<file path="src/rtl/alu_arbiter.sv">
// Two-port arbiter in front of one shared combinational ALU, with a one-entry
// valid/ready result register. Define ALU_ARB_RR_EN for round-robin contention.
module alu_arbiter #(
   parameter  int unsigned DATA_W = 32,
   parameter  int unsigned TAG_W  = 4,
   localparam int unsigned CTRL_W = 4,
   localparam int unsigned CNT_W  = 16
) (
   input  logic              clk,
   input  logic              rstn,
   input  logic              req0_valid,
   output logic              req0_ready,
   input  logic [CTRL_W-1:0] req0_ctrl,
   input  logic [DATA_W-1:0] req0_a,
   input  logic [DATA_W-1:0] req0_b,
   input  logic [TAG_W-1:0]  req0_tag,
   input  logic              req1_valid,
   output logic              req1_ready,
   input  logic [CTRL_W-1:0] req1_ctrl,
   input  logic [DATA_W-1:0] req1_a,
   input  logic [DATA_W-1:0] req1_b,
   input  logic [TAG_W-1:0]  req1_tag,
   output logic [CTRL_W-1:0] alu_ctrl,
   output logic [DATA_W-1:0] alu_a,
   output logic [DATA_W-1:0] alu_b,
   input  logic [DATA_W-1:0] alu_result,
   output logic              rsp_valid,
   input  logic              rsp_ready,
   output logic              rsp_id,
   output logic [TAG_W-1:0]  rsp_tag,
   output logic [DATA_W-1:0] rsp_result,
   output logic              rsp_illegal,
   output logic [CNT_W-1:0]  gnt_cnt0,
   output logic [CNT_W-1:0]  gnt_cnt1
);

   localparam logic [CTRL_W-1:0] CTRL_ILLEGAL = CTRL_W'(4'b1111);
   localparam logic [CNT_W-1:0]  CNT_MAX      = '1;

   typedef struct packed {
      logic              id;
      logic [TAG_W-1:0]  tag;
      logic              illegal;
      logic [DATA_W-1:0] result;
   } rsp_t;

   logic             gnt_vld;
   logic             gnt_id;
   logic             can_accept;
   logic             accept;
   logic [TAG_W-1:0] sel_tag;
   rsp_t             rsp_d;
   rsp_t             rsp_q;

`ifdef ALU_ARB_RR_EN
   logic             last_gnt;
`endif

   // Grant selection: single requester wins outright, contention by policy
   always_comb begin
      gnt_vld = 1'b0;
      gnt_id  = 1'b0;
      if (req0_valid && req1_valid) begin
         gnt_vld = 1'b1;
`ifdef ALU_ARB_RR_EN
         gnt_id  = ~last_gnt;
`else
         gnt_id  = 1'b0;
`endif
      end else if (req0_valid) begin
         gnt_vld = 1'b1;
         gnt_id  = 1'b0;
      end else if (req1_valid) begin
         gnt_vld = 1'b1;
         gnt_id  = 1'b1;
      end
   end

   assign can_accept = !rsp_valid || rsp_ready;
   assign accept     = gnt_vld && can_accept;
   assign req0_ready = accept && !gnt_id;
   assign req1_ready = accept && gnt_id;

   // Granted operation goes to the ALU even while the result register is stalled
   always_comb begin
      alu_ctrl = CTRL_ILLEGAL;
      alu_a    = '0;
      alu_b    = '0;
      sel_tag  = '0;
      if (gnt_vld) begin
         if (gnt_id) begin
            alu_ctrl = req1_ctrl;
            alu_a    = req1_a;
            alu_b    = req1_b;
            sel_tag  = req1_tag;
         end else begin
            alu_ctrl = req0_ctrl;
            alu_a    = req0_a;
            alu_b    = req0_b;
            sel_tag  = req0_tag;
         end
      end
   end

   always_comb begin
      rsp_d         = '0;
      rsp_d.id      = gnt_id;
      rsp_d.tag     = sel_tag;
      rsp_d.illegal = (alu_ctrl == CTRL_ILLEGAL);
      rsp_d.result  = rsp_d.illegal ? '0 : alu_result;
   end

   // Result register: load on accept, otherwise clear valid on drain
   always_ff @(posedge clk or negedge rstn) begin
      if (!rstn) begin
         rsp_valid <= 1'b0;
         rsp_q     <= '0;
      end else if (accept) begin
         rsp_valid <= 1'b1;
         rsp_q     <= rsp_d;
      end else if (rsp_ready) begin
         rsp_valid <= 1'b0;
      end
   end

   assign rsp_id      = rsp_q.id;
   assign rsp_tag     = rsp_q.tag;
   assign rsp_illegal = rsp_q.illegal;
   assign rsp_result  = rsp_q.result;

   // Saturating per-port accept counters
   always_ff @(posedge clk or negedge rstn) begin
      if (!rstn) begin
         gnt_cnt0 <= '0;
         gnt_cnt1 <= '0;
      end else begin
         if (req0_ready && (gnt_cnt0 != CNT_MAX))
            gnt_cnt0 <= gnt_cnt0 + CNT_W'(1);
         if (req1_ready && (gnt_cnt1 != CNT_MAX))
            gnt_cnt1 <= gnt_cnt1 + CNT_W'(1);
      end
   end

`ifdef ALU_ARB_RR_EN
   // Reset to 1 so the first contended grant goes to port 0
   always_ff @(posedge clk or negedge rstn) begin
      if (!rstn)
         last_gnt <= 1'b1;
      else if (accept)
         last_gnt <= gnt_id;
   end
`endif

endmodule

</file>
<file path="config.mk">
export PLATFORM = sky130hd
export DESIGN_NAME = alu_arbiter
export DESIGN_NICKNAME = d
export VERILOG_FILES = /design/src/rtl/alu_arbiter.sv
export SDC_FILE = /design/constraint.sdc
export NUM_CORES = 1
export LEC_CHECK = 0
export ABC_CLOCK_PERIOD_IN_PS = 2200
export BUFFER_PORTS_ARGS = -buffer_cell sky130_fd_sc_hd__buf_2
export CAP_MARGIN = 20
export CORE_UTILIZATION = 25
export DETAILED_ROUTE_END_ITERATION = 6
export PLACE_DENSITY = 0.57
export SLEW_MARGIN = 30
export SYNTH_ARGS = -nofsm -noshare
export SYNTH_HDL_FRONTEND = slang
export SYNTH_SLANG_ARGS = --single-unit
</file>
<file path="constraint.sdc">
create_clock -name clk -period 2.2 [get_ports clk]
set_input_delay 0.22 -clock clk [delete_from_list [all_inputs] [get_ports clk]]
set_output_delay 0.22 -clock clk [all_outputs]
set_load 0.005 [all_outputs]
</file>
# Word-level counts from Yosys, hierarchy flattened
# Index checks and enable logic that the tools add are counted.
# W data, S select, Z words.
[classes]
n_addsub = 2
eq_ne = 3
n_mux = 16
n_reduce_logical = 10
[op_table]
columns = ["op", "count"]
rows = [
  ["$mux W32", 5],
  ["$add A16 B1 Y16 const B", 2],
  ["$ne A16 B16 Y1 const B", 2],
  ["$mux W4", 4],
  ["$mux W1", 7],
  ["$logic_and A1 B1 Y1", 6],
  ["$eq A4 B4 Y1 const B", 1],
  ["$logic_not A1 Y1", 2],
  ["$reduce_bool A2 Y1", 1],
  ["$logic_or A1 B1 Y1", 1],
]
[word_totals]
register_bits = 71
inputBits = 181
output_inout_bits = 141
wordCells = 38

# Longest topological paths before layout
[logic_depth]
ltp_word = 7
depth_mapped = 5
mapped_depth_nobuf = 5

# Worst setup path after synthesis
# OpenSTA, ideal clock, no wires.
[synth_timing]
kind = "flip-flop to flip-flop"
from = "reg gnt_cnt0[0]"
to = "reg gnt_cnt0[1]"
arrival_ns = 1.581
t_required_ns = 2.075
setup_slack_ns = 0.494
path_stages_with_launch = 6
n_path_buf = 0
period_less_slack_ns = 1.706
path_cell_list = "dfrtp_1 ha_1 nand4_4 nor4_4 nor2_2 mux2_4"
[synth_between]
elab_chain_cells = 2
elab_cells_between_ends = 3
classes_between = "add/sub (1); eq/ne (1); reduce/logical (1)"
[synth_lines]
columns = ["item", "line_no", "source"]
rows = [
  ["start: declaration", "33", "output logic [CNT_W-1:0] gnt_cnt0,"],
  ["start signal: assignment", "138", "gnt_cnt0 <= gnt_cnt0 + CNT_W'(1);"],
  ["branches (longest 2 deep; another with $add A16 B1 Y16)", "--", ""],
]
# Several ways; the timed one is not identified.
# A chain may end at the register's enable or synchronous reset.

# Worst setup path in the final report
# Ends and elaborated chain as after synthesis.

==> impl_metrics.yaml <==
power:
  comb_power_share_pct: 23.8
  swShare_pct: 28.42
  p_switching_mw: 1.288
  seqPwrFrac_pct: 38.4
  p_per_area_mw_per_mm2: 763.2
  ir_drop_mv: 0.3442
  p_leak_nw: 3.216
  power_frac_clock_pct: 37.8
  internal_power_mw: 3.243
sta:
  max_freq_mhz: 536.0
  setup_slack_ns: 0.3345
  worst_pin_slew_ns: 0.4506
  timing.slew.headroom_pct: 69.74
  tns_ns: 0
  skew_ns: 0.006357
  holdWs_ns: 0.1034
  fin_crit_ns: 1.866
  fin_crit_sh_pct: 84.80
  final-setup-viol-count: 0
  rsz0062_at_grt: "no"
  hold_viol: 0
  slew_viol_final: 0
global_route:
  grt_max_degree: 72
  grt_pass1_wl_mm: 20.11
  grt_usage_pct: 17.38
  overflow: 0
  grt_pass1_vias: 3711
  antenna_found_initial: 7
yosys:
  synth-seq-area-share_pct: 47.84
  syn-mean-instance-area_sq_um: 11.12
  synth-edff-count: 0
  synth-xor-area-share_pct: 5.425
  synth_area_sq_mm: 0.003714
  yosysWarnings: 0
  synthSimpleGateAreaFrac_pct: 13.78
  synthAdderAreaFrac_pct: 0.6739
  syn_nets: 517
  synth_top_family_by_area: "compound AO/OA/AOI/OAI gates"
  synthFlopType: "dfrtp_1"
  synthMuxAreaShare_pct: 1.887
  netlist_instances: 334
  synth_compound_area_share_pct: 27.36
  ys_seq_elements: 71
  synth-async-reset-ratio_pct: 100.0
  ys_types: 46
drt:
  routed_wl_mm: 14.27
  remaining_drc_errors: 0
  drtIter0Drc: 220
  vias: 4075
  dr.pass1.iters: 4
  routedWlPerCell_um: 16.86
  avgViaCountPerCell: 4.817
  ant_nets: 0
cts:
  cts_resized: 0
  numCtsBuffers: 9
  clockRootBuffer: "clkbuf_16"
  cts_tree: "built"
  cts.htree.levels: 3
  postCtsSetupRepairBufs: 0
  clock_sinks: 71
  clkTransAtPathRegs_ns: 0.06
  clk_latency_ns: 0.33
  cts_buffer_depth: 2
critical_path:
  timing.rr.end: "gnt_cnt0[1]$_DFFE_PN0P_"
  ff2ff_path_depth: 5
  critical_path_class: "reg -> reg"
  start_kind: "flip-flop"
  cp-startpoint: "gnt_cnt0[0]$_DFFE_PN0P_"
  cp.required_ns: 2.41
  r2r_slack_ns: 0.33
  crit_fanout: 8
  rr_startpoint: "gnt_cnt0[0]$_DFFE_PN0P_"
  worstPathArrival_ns: 2.08
  crit_path_end: "gnt_cnt0[1]$_DFFE_PN0P_"
  setup.worst_path.end_class: "flip-flop"
die:
  row_count: 44
  die_w_um: 123.9
  dieHeight_um: 123.9
  die_area_sq_mm: 0.01535
  pin_count: 322
  start_util_pct: 25.55
  core_area_sq_mm: 0.01453
finish:
  fillers: 1478
  multiInputGateArea_sq_mm: 0.001838
  drive_above_1_share_pct: 55.25
  area_growth_pct: 59.87
  layout.area.seq_sq_mm: 0.001777
  final_util_pct: 40.85
  nets: 835
min_path:
  worstHoldPathType: "in -> reg"
placement:
  gp_congestion: 0.7586
  port_buffers: 321
  dp_slack_ns: 0.3573
  dpl.hpwl_mm: 11.28
run:
  maxCapViolCount: 0
run_status:
  run_status: "completed"
==> state kept, by name, indices dropped and copies added, names as in the netlist <==
name         count
rsp_result      32
gnt_cnt0        16
gnt_cnt1        16
rsp_tag          4
rsp_id           1
rsp_illegal      1
rsp_valid        1
==> per-stage QoR <==
stage               instance area [sq um]  std cells  total power, mW
finish                               5937        846            4.531
global route                         5927        842            4.776
CTS                                  5924        841            4.588
detailed placement                   5559        824            2.851
global placement                     5559        824            2.831
floorplan                            3714        334            2.206
==> worst max-delay path, stage by stage, from the launching register on <==
cell,delay (ns)
dfrtp_1,0.39
ha_1,0.27
nand4_4,0.20
nor4_4,0.46
nor2_2,0.12
mux2_4,0.31
==> power groups by stage <==
stage | combinational [mW] | sequential (mW) | clock, mW
global placement | 1.08 | 1.75 | 0
global route | 1.20 | 1.77 | 1.81
finish | 1.08 | 1.74 | 1.71
CTS | 1.10 | 1.74 | 1.75
floorplan | 0.464 | 1.74 | 0
detailed placement | 1.10 | 1.76 | 0
==> kinds of logic (layout without fill, tap and decap cells) <==
logic type,count (synthesis),after routing
AOI/OAI and AO/OA,122,122
xor gates and xnor gates,23,23
adders and majority gates,2,2
buffers and inverters,28,351
DFF,71,71
muxes,6,6
other,0,5
and+or+nand+nor,82,82
==> cells in the final DEF (no fill, tap or decap), drive strengths merged, types with 2 or more instances in the layout <==
cell and instances:
and4 2, dfrtp 71, inv 5, o21ai 4, nand2 14, nor4 8
o22a 4, xor2 19, nor3 9, a22oi 4, nor2b 3, mux2 5
nand4 9, xnor2 4, ha 2, or3 2, a22o 96, clkbuf 10
nand3 14, diode 5, nor2 8, a21oi 5, a211oi 3, bufinv 3
and3 4, nand2b 2, buf 330, a31oi 3, clkinv 2, or2 2
nor4b 2
==> routing by layer <==
metal  global-route usage (%)  wire length [um]  vias to the layer above
li1                         -                 -                     1956
met1                    23.82              6266                     1925
met2                    25.62              6477                      171
met3                    6.960              1391                       17
met4                    3.539                95                        6
met5                        0                34                        -
==> synthesized netlist by cell type, drive strengths merged, types with 2 or more instances <==
master,n,area [sq um]
ha,2,25.02
a22o,96,840.8
nand2,14,52.55
and4,2,17.52
a22oi,4,30.03
nand2b,2,12.51
a211oi,3,22.52
inv,4,15.01
nor2b,3,18.77
a31oi,3,18.77
nor4b,2,23.77
nand3,14,70.07
xnor2,4,35.03
a21oi,5,25.02
buf,11,48.80
nor4,8,71.32
clkbuf,13,48.80
nor3,9,55.05
mux2,5,60.05
or2,2,12.52
nand4,9,83.83
dfrtp,71,1777
o22a,4,35.03
or3,2,12.51
xor2,19,166.4
and3,4,25.02
nor2,8,32.54
o21ai,4,20.02
==> how the worst min path moves through the flow <==
stage / from / to / slack, ns / cells after the start
global placement: rstn / gnt_cnt0[11]$_DFFE_PN0P_ / 0.28 / 2
global route: alu_result[16] / rsp_result[16]$_DFFE_PN0P_ / 0.09 / 2
CTS: alu_result[16] / rsp_result[16]$_DFFE_PN0P_ / 0.09 / 2
finish: alu_result[16] / rsp_result[16]$_DFFE_PN0P_ / 0.10 / 2
detailed placement: rstn / gnt_cnt0[11]$_DFFE_PN0P_ / 0.28 / 2
floorplan: rstn / gnt_cnt0[0]$_DFFE_PN0P_ / -0.08 / 0
==> repair_timing <==
action	CTS	global route
setup endpoints to repair	0	0
hold endpoints to repair	71	0
hold buffers	1	0
==> area by class of cell <==
type,count,share of cell area [%]
Antenna cell,5,0.2107
Clock buffer,10,4.025
Tap cell,184,3.878
Sequential cell,71,29.93
Clock inverter,6,1.960
Multi-Input combinational cell,235,30.96
Inverter,4,0.2529
Timing Repair Buffer,331,28.79
Power figures use the tool's default switching activity.
